## src/rtl/seg_scan.sv

```systemverilog
// Five-digit multiplexed seven-segment scanner with frame-synchronous data
// updates, per-slot anti-ghost blanking, and flash/blank display modes.
module seg_scan #(
    parameter int DIGIT_TICKS  = 1000,
    parameter int BLANK_TICKS  = 2,
    parameter int FLASH_FRAMES = 100
) (
    input  logic        clk,
    input  logic        reset,
    input  logic        scan_tick,
    input  logic [39:0] data_in,
    input  logic        data_load,
    input  logic [2:0]  seg_mode,
    output logic [4:0]  digit_sel,
    output logic [7:0]  seg_out,
    output logic [2:0]  flash_cnt,
    output logic        frame_start
);

    localparam int TW = (DIGIT_TICKS > 1) ? $clog2(DIGIT_TICKS) : 1;
    localparam int FW = (FLASH_FRAMES > 1) ? $clog2(FLASH_FRAMES) : 1;
    localparam logic [TW-1:0] TICK_LAST  = TW'(DIGIT_TICKS - 1);
    localparam logic [TW-1:0] TICK_ONE   = TW'(1);
    localparam logic [TW-1:0] BLANK_END  = TW'(BLANK_TICKS);
    localparam logic [FW-1:0] FRAME_LAST = FW'(FLASH_FRAMES - 1);
    localparam logic [FW-1:0] FRAME_ONE  = FW'(1);

    typedef enum logic [1:0] {
        MODE_CONST = 2'd0,
        MODE_FLASH = 2'd1,
        MODE_BLANK = 2'd2
    } mode_t;

    // Unused mode codes collapse onto constant so they never look like a mode change.
    function automatic mode_t norm_mode(input logic [2:0] code);
        case (code)
            3'd1:    norm_mode = MODE_FLASH;
            3'd2:    norm_mode = MODE_BLANK;
            default: norm_mode = MODE_CONST;
        endcase
    endfunction

    function automatic logic [7:0] pick_byte(input logic [39:0] data, input logic [2:0] idx);
        case (idx)
            3'd0:    pick_byte = data[39:32];
            3'd1:    pick_byte = data[31:24];
            3'd2:    pick_byte = data[23:16];
            3'd3:    pick_byte = data[15:8];
            3'd4:    pick_byte = data[7:0];
            default: pick_byte = 8'h00;
        endcase
    endfunction

    logic          running_r, running_s;
    logic [TW-1:0] tick_r, tick_s;
    logic [2:0]    idx_r, idx_s;
    logic          boundary_s;
    logic [39:0]   pend_data_r, pend_data_s;
    mode_t         pend_mode_r, pend_mode_s;
    logic [39:0]   act_data_r, act_data_s;
    mode_t         act_mode_r, act_mode_s;
    logic          phase_on_r, phase_on_s;
    logic [FW-1:0] frame_r, frame_s;
    logic [2:0]    flash_cnt_s;
    logic [4:0]    digit_sel_s;
    logic [7:0]    seg_out_s;

    // Scan position: the first tick after reset only enables digit 0.
    always_comb begin
        running_s  = running_r;
        tick_s     = tick_r;
        idx_s      = idx_r;
        boundary_s = 1'b0;
        if (scan_tick) begin
            if (!running_r) begin
                running_s = 1'b1;
            end else if (tick_r == TICK_LAST) begin
                tick_s = '0;
                if (idx_r == 3'd4) begin
                    idx_s      = 3'd0;
                    boundary_s = 1'b1;
                end else begin
                    idx_s = idx_r + 3'd1;
                end
            end else begin
                tick_s = tick_r + TICK_ONE;
            end
        end else begin
            running_s = running_r;
        end
    end

    // Pending capture and frame-boundary copy; a coincident load goes straight through.
    always_comb begin
        pend_data_s = data_load ? data_in : pend_data_r;
        pend_mode_s = data_load ? norm_mode(seg_mode) : pend_mode_r;
        act_data_s  = boundary_s ? pend_data_s : act_data_r;
        act_mode_s  = boundary_s ? pend_mode_s : act_mode_r;
    end

    // Flash phase, frame counter and completed-cycle count.
    always_comb begin
        phase_on_s  = phase_on_r;
        frame_s     = frame_r;
        flash_cnt_s = flash_cnt;
        if (boundary_s && (act_mode_s != act_mode_r)) begin
            phase_on_s  = 1'b1;
            frame_s     = '0;
            flash_cnt_s = 3'd0;
        end else if (act_mode_r == MODE_FLASH) begin
            if (boundary_s) begin
                if (frame_r == FRAME_LAST) begin
                    frame_s    = '0;
                    phase_on_s = ~phase_on_r;
                    if (!phase_on_r && (flash_cnt != 3'd7)) begin
                        flash_cnt_s = flash_cnt + 3'd1;
                    end else begin
                        flash_cnt_s = flash_cnt;
                    end
                end else begin
                    frame_s = frame_r + FRAME_ONE;
                end
            end else begin
                frame_s = frame_r;
            end
        end else if (act_mode_r == MODE_BLANK) begin
            phase_on_s  = 1'b1;
            frame_s     = '0;
            flash_cnt_s = 3'd0;
        end else begin
            phase_on_s = 1'b1;
            frame_s    = '0;
        end
    end

    // Output drive is computed from the post-tick state so it lands one clk after the tick.
    always_comb begin
        digit_sel_s = digit_sel;
        seg_out_s   = seg_out;
        if (scan_tick) begin
            digit_sel_s = ~(5'b00001 << idx_s);
            if (tick_s < BLANK_END) begin
                seg_out_s = 8'h00;
            end else if (act_mode_s == MODE_BLANK) begin
                seg_out_s = 8'h00;
            end else if ((act_mode_s == MODE_FLASH) && !phase_on_s) begin
                seg_out_s = 8'h00;
            end else begin
                seg_out_s = pick_byte(act_data_s, idx_s);
            end
        end else begin
            digit_sel_s = digit_sel;
        end
    end

    // State and output registers.
    always_ff @(posedge clk) begin
        if (reset) begin
            running_r   <= 1'b0;
            tick_r      <= '0;
            idx_r       <= 3'd0;
            pend_data_r <= 40'h0;
            pend_mode_r <= MODE_CONST;
            act_data_r  <= 40'h0;
            act_mode_r  <= MODE_CONST;
            phase_on_r  <= 1'b1;
            frame_r     <= '0;
            flash_cnt   <= 3'd0;
            digit_sel   <= 5'b11111;
            seg_out     <= 8'h00;
            frame_start <= 1'b0;
        end else begin
            running_r   <= running_s;
            tick_r      <= tick_s;
            idx_r       <= idx_s;
            pend_data_r <= pend_data_s;
            pend_mode_r <= pend_mode_s;
            act_data_r  <= act_data_s;
            act_mode_r  <= act_mode_s;
            phase_on_r  <= phase_on_s;
            frame_r     <= frame_s;
            flash_cnt   <= flash_cnt_s;
            digit_sel   <= digit_sel_s;
            seg_out     <= seg_out_s;
            frame_start <= boundary_s;
        end
    end

endmodule

```

## config.mk

```make
export PLATFORM = sky130hd
export DESIGN_NAME = seg_scan
export DESIGN_NICKNAME = d
export VERILOG_FILES = /design/src/rtl/seg_scan.sv
export SDC_FILE = /design/constraint.sdc
export NUM_CORES = 1
export LEC_CHECK = 0
export ABC_AREA = 1
export CAP_MARGIN = 20
export CORE_UTILIZATION = 58
export CTS_BUF_LIST = sky130_fd_sc_hd__clkbuf_4
export CTS_CLUSTER_DIAMETER = 60
export CTS_CLUSTER_SIZE = 30
export DETAILED_ROUTE_END_ITERATION = 8
export GPL_TIMING_DRIVEN = 0
export PLACE_DENSITY = 0.82
export SLEW_MARGIN = 20
export SYNTH_ARGS = -nofsm -noshare
export SYNTH_HDL_FRONTEND = slang
export SYNTH_SLANG_ARGS = --single-unit
```

## constraint.sdc

```tcl
create_clock -name clk -period 3.25 [get_ports clk]
set_clock_uncertainty 0.15 [all_clocks]
set_input_delay 0.975 -clock clk [delete_from_list [all_inputs] [get_ports clk]]
set_output_delay 0.975 -clock clk [all_outputs]
set_load 0.1 [all_outputs]
```

==> metrics.txt, run 1 <==
CP Data Arrival Time=2070 ps; max_slew headroom=34.0%; final setup margin=55.2 ps; Slowest cell on crit path=clkdlybuf4s50_1; placed inst area=0.00669 mm2; Switching Share=24.9%; Post-synth top flop=dfxtp_1; Finish-stage setup viols=0; # IOs=64; commonest non-fill, non-tap cells in the layout=nor2_1 (151), inv_1 (148), nand2_1 (137), dfxtp_1 (123), nand3_1 (63); setup TNS=0 ps; largest net degree at the start of global routing=17; share of layout cells above drive strength 1=11.3%; syn avg cell area=7.06 um2; vias in the first global route=4967; DR pass1 iterations=5; CP required=2120 ps; endpoints failing hold=0; Final Core Density=70.6%; Crit Path Max Fanout=2; Mapped Area=0.00592 mm2; Post-synth EDFFs=0; WL per Instance=13.5 um; area grow syn2layout=17.1%; CORE AREA=0.00982 mm2; CP startpoint kind=flip-flop; DRT iter0 DRCs=234; number of synthesized register bits=123; die area=0.0106 mm2; Final period util=98.3%; status=finished, final reports clean; CP cell instances=clkdlybuf4s50_1; die extent in y=103 um; total track usage=28.8%; TritonCTS clock tree=yes; Detailed Route WL=14.3 mm; Final Slew Violations=0; initial antenna violation count=0; post-CTS setup buffer count=0; share of power burned in registers=56.1%; ranking of synthesized cells by area=dfxtp_1 (42%), nor2_1 (9.6%), inv_1 (9.4%); DRC viols=0; CTS Hold Buffers Added=0; worst slew pin tran=986 ps; Clock transition at path regs=100 ps; commonest non-fill, non-tap cell in the layout=nor2_1; critical path type=reg2out; total power=2780 uW; Vias per Instance=4.98; Buffers on Ports=60; maximum clock insertion buffer count=2; clock power share=35.2%; Yosys cell types=42; pwr dens=400 mW/mm2; Max-cap violations=0; Internal=2090 uW; pre-CTS WS=150 ps; CTS Sinks=123; fmax=313 MHz; RSZ-0062 raised after global routing=false; H-tree depth=4; IR Drop Worst-Case VDD=0.339 mV; leftover overflow at the end of global routing=0; slowest stage delay, CP=1160 ps; Chip Width=103 um; placement row count=36; Logic pwr share=8.7%; GP Congestion=0.910; CP Capture Type=primary output; Synth area leader=dfxtp_1; Gate Count Post-Synth=839; PostCTS Resize Cnt=0; fin crit period=3190 ps; switching power=690 uW; ys async rst share=0%; post-route ant nets=0; initial core utilization=60.3%; first-pass GRT wire length=22.9 mm; post-route cell area=0.00694 mm2; TritonCTS Buffers=17; Ys Warns=0; delay-heaviest family, CP=buffers and inverters; Ant. Diodes=0; HPWL after detailed placement=11.0 mm; routed vias=5284; HP Class=reg2reg; synthesized net count=892; final-stage net count=971; Root Driver=clkbuf_4; clk_lat worst skew=530 ps; register area share after synthesis=41.6%; area share of the largest cell type after synthesis=41.6%; leakage=0.00347 uW; CP bufs+invs=1
-- power by group through the flow --
stage	clock [uW]	combinational (uW)	sequential (uW)
after floorplan	0	120	1610
final	976	242	1560
after detailed placement	0	240	1590
after global routing	1060	265	1560
after CTS	986	242	1560
after global placement	0	234	1590
-- state kept, by name, indices dropped and copies added (netlist names) --
register	flops
act_data_r	40
pend_data_r	40
tick_r	10
seg_out	8
frame_r	7
digit_sel	5
flash_cnt	3
idx_r	3
act_mode_r	2
pend_mode_r	2
frame_start	1
phase_on_r	1
running_r	1
-- routing by layer --
metal	track usage, %	up-vias	share of wire, %
met2	49.7	163	48
met4	10.8	0	2.1
met1	35.2	2376	43
met5	0	-	0
li1	-	2717	-
met3	6.24	28	6.0
-- stage by stage --
| step | cells | hold slack [ps] |
|---|---|---|
| after floorplan | 839 | 301 |
| final | 1060 | 350 |
| after global routing | 1060 | 380 |
| after CTS | 1060 | 350 |
| after global placement | 1032 | 314 |
| after detailed placement | 1032 | 329 |
-- path summary, 6_finish.rpt --
kind	from	end	cells past startpoint	slack [ps]
max reg2reg	idx_r[1]$_SDFF_PP0_	seg_out[1]$_SDFFE_PP0P_	14	570
min	pend_data_r[16]$_SDFF_PP0_	pend_data_r[16]$_SDFF_PP0_	2	350
max	seg_out[3]$_SDFFE_PP0P_	seg_out[3]	1	60
min reg2reg	pend_data_r[16]$_SDFF_PP0_	pend_data_r[16]$_SDFF_PP0_	2	350
-- synthesized netlist by cell type (2+ instances only) --
| library cell | instances |
|---|---|
| dfxtp_1 | 123 |
| nor3_1 | 7 |
| o21bai_1 | 2 |
| clkbuf_1 | 18 |
| buf_2 | 9 |
| ha_1 | 6 |
| nand2_4 | 3 |
| nand4_2 | 2 |
| buf_1 | 2 |
| buf_6 | 3 |
| inv_2 | 4 |
| a21oi_1 | 13 |
| nand3_1 | 63 |
| nor2_4 | 5 |
| nor2_1 | 151 |
| nor2_2 | 4 |
| or2_2 | 26 |
| buf_4 | 2 |
| nand4_1 | 8 |
| o21ai_1 | 8 |
| nor2_8 | 3 |
| mux2i_1 | 16 |
| o21a_1 | 8 |
| nand2_1 | 137 |
| xor2_1 | 6 |
| inv_1 | 148 |
| o21ai_0 | 40 |
| nand2_2 | 7 |
| nand3_4 | 2 |
-- area by class of cell --
type / instances / area [um2]
Fill cell: 856 / 2880
Multi-Input combinational cell: 528 / 2710
Sequential cell: 123 / 2460
Timing Repair Buffer: 60 / 608
Inverter: 153 / 579
Buffer: 35 / 174
Tap cell: 133 / 166
Clock buffer: 18 / 135
Clock inverter: 10 / 105
-- logic make-up (layout without fill, tap and decap cells) --
group / after synthesis / in the layout / share of synthesized area [%]
adder cells (fa/ha/maj): 6 / 6 / 1.27
XOR/XNOR: 6 / 6 / 0.888
AO/OA/AOI/OAI: 76 / 76 / 7.23
buffers and inverters: 188 / 276 / 12.7
AND/OR/NAND/NOR: 424 / 424 / 33.6
flip-flops: 123 / 123 / 41.6
multiplexers: 16 / 16 / 2.70
Power figures use the tool's default switching activity.
==> run 2: changes to the inputs <==
REMOVE_ABC_BUFFERS = 1   (was default)
==> run 2 against run 1 <==
Compared with the run above:
- total power increased by 3.3%
- register-to-register slack gained 20 ps
- clock power rose by 11%
- design area up 0.14%
- global-route usage is 1.8 points lower
- highest routed layer unchanged
==> metrics.txt, run 2 (synthesis results as in run 1) <==
DRC viols=0; H-tree depth=4; WL per Instance=12.4 um; IR Drop Worst-Case VDD=0.495 mV; CP Data Arrival Time=2050 ps; TritonCTS clock tree=yes; routed vias=5203; HP Class=reg2reg; area grow syn2layout=17.3%; die area=0.0106 mm2; commonest non-fill, non-tap cell in the layout=nor2_1; total track usage=27.0%; Non-Filler Instances=1039; Crit Path Max Fanout=2; max_slew headroom=34.8%; TritonCTS Buffers=17; endpoints failing hold=0; Finish-stage setup viols=0; Vias per Instance=5.01; fin crit period=3180 ps; CP Capture Type=primary output; CP startpoint kind=flip-flop; CP bufs+invs=1; Slowest cell on crit path=clkdlybuf4s50_1; DRT iter0 DRCs=210; Final period util=97.7%; placement row count=36; maximum clock insertion buffer count=2; register area=0.00246 mm2; Ant. Diodes=0; initial antenna violation count=0; # fillers=833; Chip Width=103 um; initial core utilization=60.3%; worst slew pin tran=977 ps; Max-cap violations=0; CP required=2120 ps; Placed Instances=1002; DR pass1 iterations=5; delay-heaviest family, CP=buffers and inverters; Buffers on Ports=63; share of layout cells above drive strength 1=11.5%; busiest layer in global routing=met2; Detailed Route WL=12.9 mm; CORE AREA=0.00982 mm2; pwr dens=413 mW/mm2; Hold WS=324 ps; met1 GRT Util=32.4%; largest net degree at the start of global routing=64; post-route ant nets=0; Root Driver=clkbuf_4; final-stage net count=946; critical path type=reg2out; fmax=315 MHz; GP Congestion=0.805; clk_lat worst skew=540 ps; status=finished, final reports clean; CP cell instances=clkdlybuf4s50_1; GR met3 Demand/Resource=7.39%; first-pass GRT wire length=22.1 mm; HPWL after detailed placement=8.50 mm; Clock transition at path regs=100 ps; CTS Hold Buffers Added=0; Multi-input gate area=0.00274 mm2; RSZ-0062 raised after global routing=false; met2 usage=45.8%; Final Slew Violations=0; leftover overflow at the end of global routing=0; die extent in y=103 um; leakage=0.00357 uW; commonest non-fill, non-tap cells in the layout=nor2_1 (151), inv_1 (148), nand2_1 (137), dfxtp_1 (123), nand3_1 (63); vias in the first global route=4928; # IOs=64; slowest stage delay, CP=1140 ps; CTS Sinks=123; top flop regs=act_data_r x40, pend_data_r x40, tick_r x10
==> run 2: cell count changes in the layout (fill, tap and decap cells not counted), sizes merged, moves of 4 or more <==
| cell | previous run | this run |
|---|---|---|
| inv | 153 | 157 |
| buf | 16 | 7 |
| clkbuf | 37 | 18 |
| clkdlybuf4s50 | 57 | 52 |
| dlymetal6s2s | 3 | 7 |
==> run 2: cell type report <==
type                       instances  area share (%)
tap                              133            2.40
multi-input combinational        530            39.5
sequential                       123            35.5
clock inverter                    14            2.07
timing repair buffer              68            10.3
inverter                         153            8.34
clock buffer                      18            1.95
==> run 2: worst paths after layout <==
path | from | endpoint | slack [ps] | cells after the start
worst max register to register | tick_r[0]$_SDFFE_PP0P_ | seg_out[6]$_SDFFE_PP0P_ | 590 | 15
worst min-delay path | digit_sel[3]$_SDFFE_PP1P_ | digit_sel[3]$_SDFFE_PP1P_ | 320 | 2
worst min register to register | digit_sel[3]$_SDFFE_PP1P_ | digit_sel[3]$_SDFFE_PP1P_ | 320 | 2
worst max-delay path | digit_sel[1]$_SDFFE_PP1P_ | digit_sel[1] | 70 | 1
==> run 2: through the flow <==
step	TNS (ps)	instance area (um2)	power [uW]	util, %	worst slack, ps
after floorplan	0	5750	1700	-	367
after global placement	-185300	6540	1820	66.6	-1850
after detailed placement	-57280	6590	1830	67.1	-1440
after CTS	0	6900	2890	70.2	25.4
after global routing	0	6950	2990	70.7	3.91
final	0	6950	2870	70.7	73.7
==> run 2: what timing repair did <==
| item | CTS | global route |
|---|---|---|
| cloned | 2 | 0 |
| endpoints found under the hold margin | 0 | 0 |
| pin swaps | 1 | 2 |
| setup endpoints to repair | 62 | 15 |
| buffers inserted | 0 | 3 |
| gates resized for setup | 5 | 8 |
==> run 2: routing by layer <==
metal / wire length (um) / share of wire [%]
met5: 0 / 0
met4: 279 / 2.2
met3: 652 / 5.0
met2: 6430 / 50
met1: 5570 / 43
==> run 2: report_power, final <==
part	internal [uW]	leakage (uW)	switching, uW	total (uW)
combinational	106	0.00241	128	233
sequential	1540	0.00100	12.4	1560
clock	468	0.000156	607	1080
total	2120	0.00357	748	2870
